**config.mk**
```make
export PLATFORM = sky130hd
export DESIGN_NAME = collision_matrix_arbiter
export DESIGN_NICKNAME = d
export VERILOG_FILES = /design/src/rtl/collision_matrix_arbiter.sv
export SDC_FILE = /design/constraint.sdc
export NUM_CORES = 1
export LEC_CHECK = 0
export ABC_AREA = 1
export ABC_CLOCK_PERIOD_IN_PS = 15000
export BUFFER_PORTS_ARGS = -buffer_cell sky130_fd_sc_hd__buf_2
export CAP_MARGIN = 20
export CORE_UTILIZATION = 43
export CTS_CLUSTER_DIAMETER = 150
export CTS_CLUSTER_SIZE = 24
export DETAILED_ROUTE_END_ITERATION = 10
export GPL_ROUTABILITY_DRIVEN = 0
export GPL_TIMING_DRIVEN = 0
export PLACE_DENSITY = 0.66
export SETUP_SLACK_MARGIN = 0.5
export SLEW_MARGIN = 20
export SYNTH_ARGS = -nofsm -noshare
export SYNTH_HDL_FRONTEND = slang
export SYNTH_SLANG_ARGS = --single-unit
```
**constraint.sdc**
```tcl
create_clock -name clk -period 15 [get_ports clk]
set_input_delay 3 -clock clk [delete_from_list [all_inputs] [get_ports clk]]
set_output_delay 3 -clock clk [all_outputs]
set_load 0.02 [all_outputs]
```
**src/rtl/collision_matrix_arbiter.sv**
```systemverilog
// collision_matrix_arbiter
// Per-pixel collision detector for N_SRC movers against N_TGT targets.
// Hits are accumulated into a sticky matrix over one frame. At each frame
// boundary the matrix is frozen into a snapshot that is streamed out as
// (src,tgt) events over a valid/ready port, one pair examined per cycle.
// A per-source flag produces one hit pulse per source per frame.

module collision_matrix_arbiter #(
  parameter int N_SRC = 4,
  parameter int N_TGT = 16,
  localparam int SW = (N_SRC > 1) ? $clog2(N_SRC) : 1,
  localparam int TW = (N_TGT > 1) ? $clog2(N_TGT) : 1,
  localparam int CW = $clog2(N_SRC * N_TGT + 1)
) (
  input  logic             clk,
  input  logic             resetN,
  input  logic             startOfFrame,
  input  logic [N_SRC-1:0] dr_src,
  input  logic [N_TGT-1:0] dr_tgt,
  input  logic [N_TGT-1:0] tgt_enable,
  output logic             collision,
  output logic [N_SRC-1:0] src_hit_pulse,
  output logic             evt_valid,
  output logic [SW-1:0]    evt_src,
  output logic [TW-1:0]    evt_tgt,
  input  logic             evt_ready,
  output logic [CW-1:0]    hit_count,
  output logic             overrun
);

  typedef enum logic {
    IDLE,
    SCAN
  } state_t;

  logic [N_SRC-1:0][N_TGT-1:0] pair_hit;
  logic [N_SRC-1:0][N_TGT-1:0] acc;
  logic [N_SRC-1:0][N_TGT-1:0] snap;
  logic [N_SRC-1:0]            src_any;
  logic [N_SRC-1:0]            src_flag;
  logic [N_SRC-1:0]            flag_base;
  logic [CW-1:0]               acc_count;

  state_t          state, state_next;
  logic [SW-1:0]   ptr_src, ptr_src_next;
  logic [TW-1:0]   ptr_tgt, ptr_tgt_next;
  logic            evt_valid_next;
  logic [SW-1:0]   evt_src_next;
  logic [TW-1:0]   evt_tgt_next;
  logic            overrun_next;
  logic            last_pair;
  logic            advance;

  // Pair hits for this pixel: a source overlapping an enabled target.
  always_comb begin
    pair_hit = '0;
    src_any  = '0;
    for (int i = 0; i < N_SRC; i++) begin
      pair_hit[i] = {N_TGT{dr_src[i]}} & dr_tgt & tgt_enable;
      src_any[i]  = |pair_hit[i];
    end
  end

  assign collision = |pair_hit;

  // Population count of the accumulator, used for hit_count and to decide whether to scan.
  always_comb begin
    acc_count = '0;
    for (int i = 0; i < N_SRC; i++) begin
      for (int j = 0; j < N_TGT; j++) begin
        acc_count = acc_count + CW'(acc[i][j]);
      end
    end
  end

  // Sticky accumulator; at frame start it is frozen into the snapshot and restarts with this pixel's hits.
  always_ff @(posedge clk or negedge resetN) begin
    if (!resetN) begin
      acc       <= '0;
      snap      <= '0;
      hit_count <= '0;
    end else if (startOfFrame) begin
      snap      <= acc;
      acc       <= pair_hit;
      hit_count <= acc_count;
    end else begin
      acc <= acc | pair_hit;
    end
  end

  // At frame start the flags are treated as already cleared, so a hit in that cycle still pulses.
  assign flag_base = startOfFrame ? '0 : src_flag;

  // One pulse per source per frame, on the cycle after its first hit.
  always_ff @(posedge clk or negedge resetN) begin
    if (!resetN) begin
      src_flag      <= '0;
      src_hit_pulse <= '0;
    end else begin
      src_flag      <= flag_base | src_any;
      src_hit_pulse <= src_any & ~flag_base;
    end
  end

  // Scanner state and event output registers.
  always_ff @(posedge clk or negedge resetN) begin
    if (!resetN) begin
      state     <= IDLE;
      ptr_src   <= '0;
      ptr_tgt   <= '0;
      evt_valid <= 1'b0;
      evt_src   <= '0;
      evt_tgt   <= '0;
      overrun   <= 1'b0;
    end else begin
      state     <= state_next;
      ptr_src   <= ptr_src_next;
      ptr_tgt   <= ptr_tgt_next;
      evt_valid <= evt_valid_next;
      evt_src   <= evt_src_next;
      evt_tgt   <= evt_tgt_next;
      overrun   <= overrun_next;
    end
  end

  assign last_pair = (ptr_src == SW'(N_SRC - 1)) && (ptr_tgt == TW'(N_TGT - 1));

  // Snapshot walk in src-major order; a frame start always wins and restarts the walk.
  always_comb begin
    state_next     = state;
    ptr_src_next   = ptr_src;
    ptr_tgt_next   = ptr_tgt;
    evt_valid_next = evt_valid;
    evt_src_next   = evt_src;
    evt_tgt_next   = evt_tgt;
    overrun_next   = 1'b0;
    advance        = 1'b0;

    if (startOfFrame) begin
      overrun_next   = (state == SCAN);
      evt_valid_next = 1'b0;
      ptr_src_next   = '0;
      ptr_tgt_next   = '0;
      state_next     = (acc_count != '0) ? SCAN : IDLE;
    end else begin
      case (state)
        IDLE: begin
          evt_valid_next = 1'b0;
        end
        SCAN: begin
          if (evt_valid) begin
            if (evt_ready) begin
              evt_valid_next = 1'b0;
              advance        = 1'b1;
            end
          end else if (snap[ptr_src][ptr_tgt]) begin
            evt_valid_next = 1'b1;
            evt_src_next   = ptr_src;
            evt_tgt_next   = ptr_tgt;
          end else begin
            advance = 1'b1;
          end
        end
        default: begin
          state_next     = IDLE;
          evt_valid_next = 1'b0;
        end
      endcase

      if (advance) begin
        if (last_pair) begin
          state_next   = IDLE;
          ptr_src_next = '0;
          ptr_tgt_next = '0;
        end else if (ptr_tgt == TW'(N_TGT - 1)) begin
          ptr_tgt_next = '0;
          ptr_src_next = ptr_src + 1'b1;
        end else begin
          ptr_tgt_next = ptr_tgt + 1'b1;
        end
      end
    end
  end

endmodule

```
Word level (Yosys, flattened, before mapping). Index checks and enable logic that the tools add are counted.

Flip-flop bits (word level): 158. Input bits: 40. Output and inout port bits: 20. Logic and storage cells: 144.

Add/subtract/negate cells: 65. Magnitude comparators: 2. Equal/unequal tests: 2. Mux-type cells: 29. Bitwise operators: 15. Reductions and logical operators: 13.

Operators with widths (number): $add 7x1->7 (57); $and 16x16->16 (8); $mux 64 (1); $or 64x64->64 (1); $reduce_or 16->1 (4); $reduce_or 64->1 (1); $bmux 16 s2 (1); $mux 4 (5); $mux 16 (1); $mux 1 (15); $mux 2 (4); $add 6x1->7 (1); $reduce_bool 7->1 (1); $add 5x1->6 (1); $add 4x1->5 (1); $lt 4x5->1 const B (1); $add 3x1->4 (1); $add 4x1->4 const B (1); $and 4x4->4 (1); $bmux 1 s4 (1); $eq 4x4->1 const B (1); $not 4->4 (1); $or 4x4->4 (1); $reduce_and 2->1 (2); 11 further kinds (14).

Longest topological paths before layout. Gate-level depths: netlist of the first run.

Word-level depth: 66. Mapped depth: 24.

Least setup slack after synthesis of the first run. Ideal clock, no wire load.

Kind: input-to-output. Start point: input dr_src[1]. End point: output collision. Data arrival time: 4.074 ns. Setup slack: 7.926 ns. Stages: 5. Path buffers: 1. Path through: buf_1 nand3_1 nand4_1 nor4_1 nand4_1.

Longest elaborated chain between the ends: 3.

Ends and longest elaborated chain: start, declared (RTL line 18) `input logic [N_SRC-1:0] dr_src,`; $and 16x16->16 (2 in series) (RTL line 59) `pair_hit[i] = {N_TGT{dr_src[i]}} & dr_tgt & tgt_enable;`; $reduce_or 64->1 (RTL line 64) `assign collision = |pair_hit;`; end, declared (RTL line 21) `output logic collision,`.

Every way passes these cells.

Worst setup path in the final report of the first run.
Start point: input dr_src[3]. End point: output collision.

Same word-level chain as after synthesis.

==> impl_metrics.env, run 1 <==
export IMPL_synth_seq_cells=158
export IMPL_maxSlewViolCount=0
export IMPL_cts_sinks=158
export IMPL_grt_setup_unrepaired="no"
export IMPL_detail_route_antenna_nets=0
export IMPL_end_kind="output pin"
export IMPL_powerDensity_nw_per_um2=262
export IMPL_final_hold_viol_count=0
export IMPL_die_w_um=142
export IMPL_status="finished clean"
export IMPL_clk_pin_slew_ns=0.06
export IMPL_grt_pass1_vias=7022
export IMPL_post_dp_hpwl_um=18500
export IMPL_slew_headroom=0.462
export IMPL_gr_total_overflow=0
export IMPL_hold_class="reg2reg"
export IMPL_yosys_cell_types_count=31
export IMPL_initial_core_util=0.445
export IMPL_cts_hold_buf=0
export IMPL_max_freq_ghz=0.126
export IMPL_min_period_ns=7.96
export IMPL_area_growth_pct=15.3
export IMPL_final_cell_count_no_fill=1310
export IMPL_setup_viol=0
export IMPL_synth_area_um2=8460
export IMPL_p_leak_nw=5.00
export IMPL_cts_resized=0
export IMPL_antenna_found_initial=0
export IMPL_synth_seq_area_share=0.468
export IMPL_vias_per_cell=5.26
export IMPL_io_pins=60
export IMPL_cp_required_ns=12.00
export IMPL_diodes=0
export IMPL_ctsRootBufferMaster="clkbuf_16"
export IMPL_yosys_warnings=0
export IMPL_vias=6892
export IMPL_wire_per_inst_um=18.5
export IMPL_layout_drive_gt1_share=0.105
export IMPL_cts_buffers=17
export IMPL_final_nets=1148
export IMPL_port_buffers=58
export IMPL_syn_num_nets=1070
export IMPL_track_usage=0.265
export IMPL_drtIter0Drc=779
export IMPL_fin_ws_ns=7.04
export IMPL_firstDrtPassIters=5
export IMPL_seq_area_um2=3950
export IMPL_multiInputGateArea_um2=3800
export IMPL_crit_type="in2out"
export IMPL_route_detailed_drc=0
export IMPL_chipHeight_um=142
export IMPL_fin_tns_setup_ns=0
export IMPL_cp_max_fo=10
export IMPL_cts_setup_buffers=0
export IMPL_finalCritPeriodShare=0.531
export IMPL_dieArea_um2=20200
export IMPL_grt_max_degree=86
export IMPL_yosys_area_top_type_share=0.468
export IMPL_wl_um=24200
export IMPL_clk_latency_ns=0.44
export IMPL_h_tree_depth=4
export IMPL_grt_pass1_wl_um=39100
export IMPL_worst_pin_slew_ns=0.799
export IMPL_fill_cells=1832
export IMPL_yosysTopAreaCell="dfrtp_1"
export IMPL_finClkSkew_ns=0.00722
export IMPL_cts_tree="done"
export IMPL_cp_data_arrival_time_ns=4.96
export IMPL_cts_buffer_depth=2
export IMPL_max_cap_violations=0
export IMPL_placedCellCount=1278
export IMPL_coreArea_um2=19000
export IMPL_rows=50
export IMPL_synth_avg_cell_area_um2=8.82
export IMPL_vdd_ir_drop_worst_mv=0.820
export IMPL_preCtsSetupSlack_ns=7.15
export IMPL_synthTopCellsByArea="dfrtp_1 47%, nand2_1 14%, fa_1 13%, nand3_1 6.6%, inv_1 5.5%"
export IMPL_startpoint_type="input pin"
export IMPL_postSynthCellCount=959
export IMPL_finalCoreUtilization=0.513
worst max-delay path, cell delays in order:
cell and delay [ns]:
buf_2 0.15, clkbuf_1 0.28, nand3_1 0.20, nand4_1 0.18
nor4_1 0.75, nand4_1 0.18, buf_2 0.21
metrics by stage:
stage	total power (W)	hold slack (ns)	instance area [µm²]
after floorplan	0.00166	0.424	8460
after global routing	0.00284	0.468	9750
after global placement	0.00206	0.449	9070
final	0.00255	0.451	9750
after CTS	0.00257	0.455	9750
after detailed placement	0.00208	0.441	9110
registers in the layout, summed over array words and instances (netlist names):
name           cells
acc               64
evt_src            2
evt_tgt            4
evt_valid          1
hit_count          7
overrun            1
ptr_src            2
ptr_tgt            4
snap              64
src_flag           4
src_hit_pulse      4
state              1
cells in the final DEF, fill, tap and decap left out, types with 5 or more instances in the layout:
master     netlist  layout
nand2_1        313     313
dfrtp_1        158     158
inv_1          124     124
nand3_1        111     111
o21ai_0         73      73
buf_2            1      58
fa_1            54      54
clkbuf_1        26      26
ha_1            17      17
clkbuf_16        0      17
nand4_1         13      13
a21oi_1         10      10
o22ai_1          7       7
buf_6            7       7
o21a_1           6       6
inv_6            0       6
nor4_1           5       5
cells in the mapped netlist, drive strengths merged:
cell / number
a21oi: 10
clkbuf: 26
nor2: 5
o211ai: 1
ha: 17
a41oi: 4
nor3: 1
nor4: 5
xor2: 3
nand3: 112
or2: 1
clkinv: 2
nand2: 315
o21a: 6
buf: 15
inv: 126
nand4: 13
o22ai: 7
xnor2: 2
dfrtp: 158
o21ai: 76
fa: 54
report_power, final:
part	internal, W	switching, W
clock network	0.000287	0.000191
registers	0.000492	0.0000400
logic	0.000613	0.000932
total	0.00139	0.00116
path summary, 6_finish.rpt:
path | start | endpoint | slack [ns] | cells past startpoint
min in group asynchronous | resetN | src_hit_pulse[3]$_DFF_PN0_ | 2.54 | 1
max in group asynchronous | resetN | snap[30]$_DFFE_PN0P_ | 11.63 | 2
setup / recovery | dr_src[3] | collision | 7.04 | 7
setup reg to reg | acc[59]$_DFF_PN0_ | state$_DFFE_PN0P_ | 8.22 | 23
hold / removal | src_flag[3]$_DFF_PN0_ | src_hit_pulse[3]$_DFF_PN0_ | 0.45 | 1
hold reg to reg | src_flag[3]$_DFF_PN0_ | src_hit_pulse[3]$_DFF_PN0_ | 0.45 | 1
logic make-up (layout without fill, tap and decap cells):
| logic type | after synthesis | count (layout) | share of synthesized area |
|---|---|---|---|
| XOR/XNOR | 5 | 5 | 0.00518 |
| adder cells (fa/ha/maj) | 71 | 71 | 0.153 |
| AO/OA/AOI/OAI | 104 | 104 | 0.0664 |
| buffers and inverters | 169 | 260 | 0.0834 |
| AND/OR/NAND/NOR | 452 | 452 | 0.224 |
| flip-flops | 158 | 158 | 0.468 |
routing by layer:
layer  GRT usage  up-vias  wire length [µm]
met5           0        -                 0
met4       0.144        0              1100
met3      0.0582       63              2030
met2       0.387      302             10600
met1       0.366     3333             10500
li1            -     3194                 -
layout make-up:
type / instances / area share
sequential: 158 / 0.405
inverter: 128 / 0.0495
clock buffer: 18 / 0.0450
tap: 260 / 0.0334
clock inverter: 14 / 0.0208
multi-input combinational: 632 / 0.389
timing repair buffer: 59 / 0.0336
buffer: 41 / 0.0228
Power figures use the tool's default switching activity.
==> run 2, diff against run 1 <==
--- a/config.mk
+++ b/config.mk
@@ -5,8 +5,8 @@
 export SDC_FILE = /design/constraint.sdc
 export NUM_CORES = 1
 export LEC_CHECK = 0
-export ABC_AREA = 1
-export ABC_CLOCK_PERIOD_IN_PS = 15000
+export ABC_AREA = 0
+export ABC_CLOCK_PERIOD_IN_PS = 8000
 export BUFFER_PORTS_ARGS = -buffer_cell sky130_fd_sc_hd__buf_2
 export CAP_MARGIN = 20
 export CORE_UTILIZATION = 43
==> constraint.sdc (replaced) <==
create_clock -name clk -period 8 [get_ports clk]
set_input_delay 1.6 -clock clk [delete_from_list [all_inputs] [get_ports clk]]
set_output_delay 1.6 -clock clk [all_outputs]
set_load 0.02 [all_outputs]
==> run 2 against run 1 <==
  * First-iteration DRC count down 40%
  * Register-to-register slack got worse by 6.9 ns
  * Routed wire length is 8.6% lower
  * Final cell count down 28%
  * Critical endpoint is now state$_DFFE_PN0P_
==> impl_metrics.env, run 2 <==
export IMPL_status="finished clean"
export IMPL_grt_setup_unrepaired="no"
export IMPL_area_growth_pct=13.6
export IMPL_synth_seq_area_share=0.479
export IMPL_vias=5501
export IMPL_postSynthCellCount=629
export IMPL_largestRegisters="acc: 64 flops, snap: 64 flops, hit_count: 7 flops"
export IMPL_synth_top_family_by_area="multiplexers"
export IMPL_clk_pin_slew_ns=0.06
export IMPL_worst_pin_slew_ns=1.03
export IMPL_final_hold_viol_count=0
export IMPL_synth_xor_area_frac=0.00424
export IMPL_preCtsSetupSlack_ns=1.39
export IMPL_fin_ws_ns=1.37
export IMPL_detail_route_antenna_nets=0
export IMPL_synth_simple_area_share=0.0430
export IMPL_end_kind="flip-flop"
export IMPL_hold_class="reg2reg"
export IMPL_vdd_ir_drop_worst_mv=0.532
export IMPL_post_dp_hpwl_um=16500
export IMPL_wl_um=22100
export IMPL_diodes=0
export IMPL_grt_max_degree=85
export IMPL_port_buffers=54
export IMPL_powerDensity_nw_per_um2=461
export IMPL_cp_data_arrival_time_ns=6.94
export IMPL_layout_drive_gt1_share=0.259
export IMPL_top_layer="met4"
export IMPL_final_nets=814
export IMPL_synth_common_cells="158 x dfrtp_1, 86 x inv_1, 79 x mux2_2, 54 x fa_1"
export IMPL_synth_avg_cell_area_um2=13.1
export IMPL_clk_latency_ns=0.43
export IMPL_synth_edff_count=0
export IMPL_cp_required_ns=8.31
export IMPL_wire_per_inst_um=23.3
export IMPL_synthMuxAreaShare=0.162
export IMPL_m1WireLength_um=9470
export IMPL_cts_tree="done"
export IMPL_yosysTopAreaCell="dfrtp_1"
export IMPL_die_w_um=141
export IMPL_io_pins=60
export IMPL_synth_area_um2=8250
export IMPL_antenna_found_initial=0
export IMPL_p_leak_nw=4.43
export IMPL_dieArea_um2=19800
export IMPL_cts_sinks=158
export IMPL_synth_fa_ha_area_frac=0.157
export IMPL_grt_pass1_wl_um=35300
export IMPL_yosys_area_top_type_share=0.479
export IMPL_syn_num_nets=740
export IMPL_async_reset_ff_frac=1.00
export IMPL_hold_worst_slack_ns=0.451
export IMPL_final_cell_mix="158 x dfrtp_1, 86 x inv_1, 79 x mux2_2, 54 x buf_2, 54 x fa_1"
export IMPL_yosys_cell_types_count=45
export IMPL_finalCritPeriodShare=0.829
export IMPL_coreArea_um2=18800
export IMPL_initial_core_util=0.440
export IMPL_cts_buffer_depth=2
export IMPL_post_route_cell_area_um2=9380
export IMPL_cts_setup_buffers=0
export IMPL_setup_viol=0
export IMPL_final_common_cell="dfrtp_1"
export IMPL_synth_seq_cells=158
export IMPL_grt_pass1_vias=5922
export IMPL_synth_compound_area_frac=0.0987
export IMPL_chipHeight_um=141
export IMPL_crit_type="reg2reg"
export IMPL_min_period_ns=6.63
export IMPL_cts_hold_buf=0
export IMPL_track_usage=0.246
export IMPL_cts_buffers=17
export IMPL_max_freq_ghz=0.151
export IMPL_slew_headroom=0.316
export IMPL_route_detailed_drc=0
export IMPL_synthTopCellsByArea="dfrtp_1 48%, fa_1 13%, mux2_2 11%, a32o_1 4.1%, inv_1 3.9%"
export IMPL_rows=50
export IMPL_cts_resized=0
export IMPL_synth_ff_type="dfrtp_1"
export IMPL_drtIter0Drc=470
export IMPL_max_cap_violations=0
export IMPL_cp_max_fo=3
export IMPL_yosys_warnings=0
export IMPL_fin_tns_setup_ns=0
export IMPL_vias_per_cell=5.80
export IMPL_ctsRootBufferMaster="clkbuf_16"
export IMPL_dr_wl_met3_um=1390
export IMPL_wl_met2_um=10800
export IMPL_gr_total_overflow=0
export IMPL_firstDrtPassIters=5
export IMPL_placed_cell_area_um2=8850
export IMPL_finClkSkew_ns=0.0150
export IMPL_synth_most_common_cell="dfrtp_1"
export IMPL_h_tree_depth=4
export IMPL_maxSlewViolCount=0
export IMPL_startpoint_type="flip-flop"
[run 2: cell count changes after synthesis, moves of 7 or more]
cell	delta
a22oi_1	+8
a32o_1	+34
inv_1	-38
mux2_2	+79
mux2i_1	+10
mux4_2	+12
nand2_1	-304
nand3_1	-87
nand4_1	-9
nor2_1	+9
o21ai_0	-39
o22ai_1	-7
[run 2: final timing paths]
check	from	endpoint	slack [ns]	cells past startpoint
max reg2reg	acc[53]$_DFF_PN0_	state$_DFFE_PN0P_	1.37	22
max in group asynchronous	resetN	acc[49]$_DFF_PN0_	6.02	2
max	acc[53]$_DFF_PN0_	state$_DFFE_PN0P_	1.37	22
min	src_flag[1]$_DFF_PN0_	src_hit_pulse[1]$_DFF_PN0_	0.45	1
min reg2reg	src_flag[1]$_DFF_PN0_	src_hit_pulse[1]$_DFF_PN0_	0.45	1
min in group asynchronous	resetN	snap[14]$_DFFE_PN0P_	1.18	1
[run 2: logic make-up after synthesis]
logic type,after synthesis
flip-flops,158
buffers and inverters,118
XOR/XNOR,4
AO/OA/AOI/OAI,105
AND/OR/NAND/NOR,69
multiplexers,104
adder cells (fa/ha/maj),71
[run 2: worst max-delay path, stage by stage (launching register included)]
cell and delay [ns]:
dfrtp_1 0.44, fa_1 0.56, fa_1 0.50, inv_1 0.05, fa_1 0.49, inv_1 0.06, fa_1 0.50, inv_1 0.05
fa_1 0.47, inv_1 0.05, fa_1 0.50, inv_1 0.05, fa_1 0.47, fa_1 0.50, inv_1 0.05, ha_1 0.22
fa_1 0.46, a21o_1 0.19, a21oi_1 0.22, nor2b_1 0.07, o21ai_0 0.23, nand4_1 0.20, o22a_1 0.20
[run 2: stage by stage]
step | util | std cells | total power, W
5_1_grt | 0.500 | 949 | 0.00480
3_5_place_dp | 0.472 | 918 | 0.00361
3_3_place_gp | 0.470 | 917 | 0.00352
2_1_floorplan | - | 629 | 0.00302
4_1_cts | 0.500 | 949 | 0.00434
6_report | 0.500 | 949 | 0.00433
[run 2: per-layer routing]
metal / global-route usage / vias to the layer above
met5: 0 / -
li1: - / 2347
met2: 0.392 / 196
met4: 0.0841 / 0
met1: 0.333 / 2924
met3: 0.0574 / 34
[run 2: area by class of cell]
cell class                      count  area [µm²]
Sequential cell                   158        3950
Clock buffer                       20         437
Timing Repair Buffer               55         308
Buffer                             31         136
Fill cell                        1646        9390
Inverter                           87         327
Clock inverter                     11        85.1
Multi-Input combinational cell    353        3840
Tap cell                          234         293
[run 2: where the power goes]
group	switching [W]	total, W	internal [W]
Sequential	0.0000674	0.000981	0.000914
Combinational	0.00142	0.00261	0.00120
Clock	0.000333	0.000731	0.000399
Total	0.00182	0.00433	0.00251
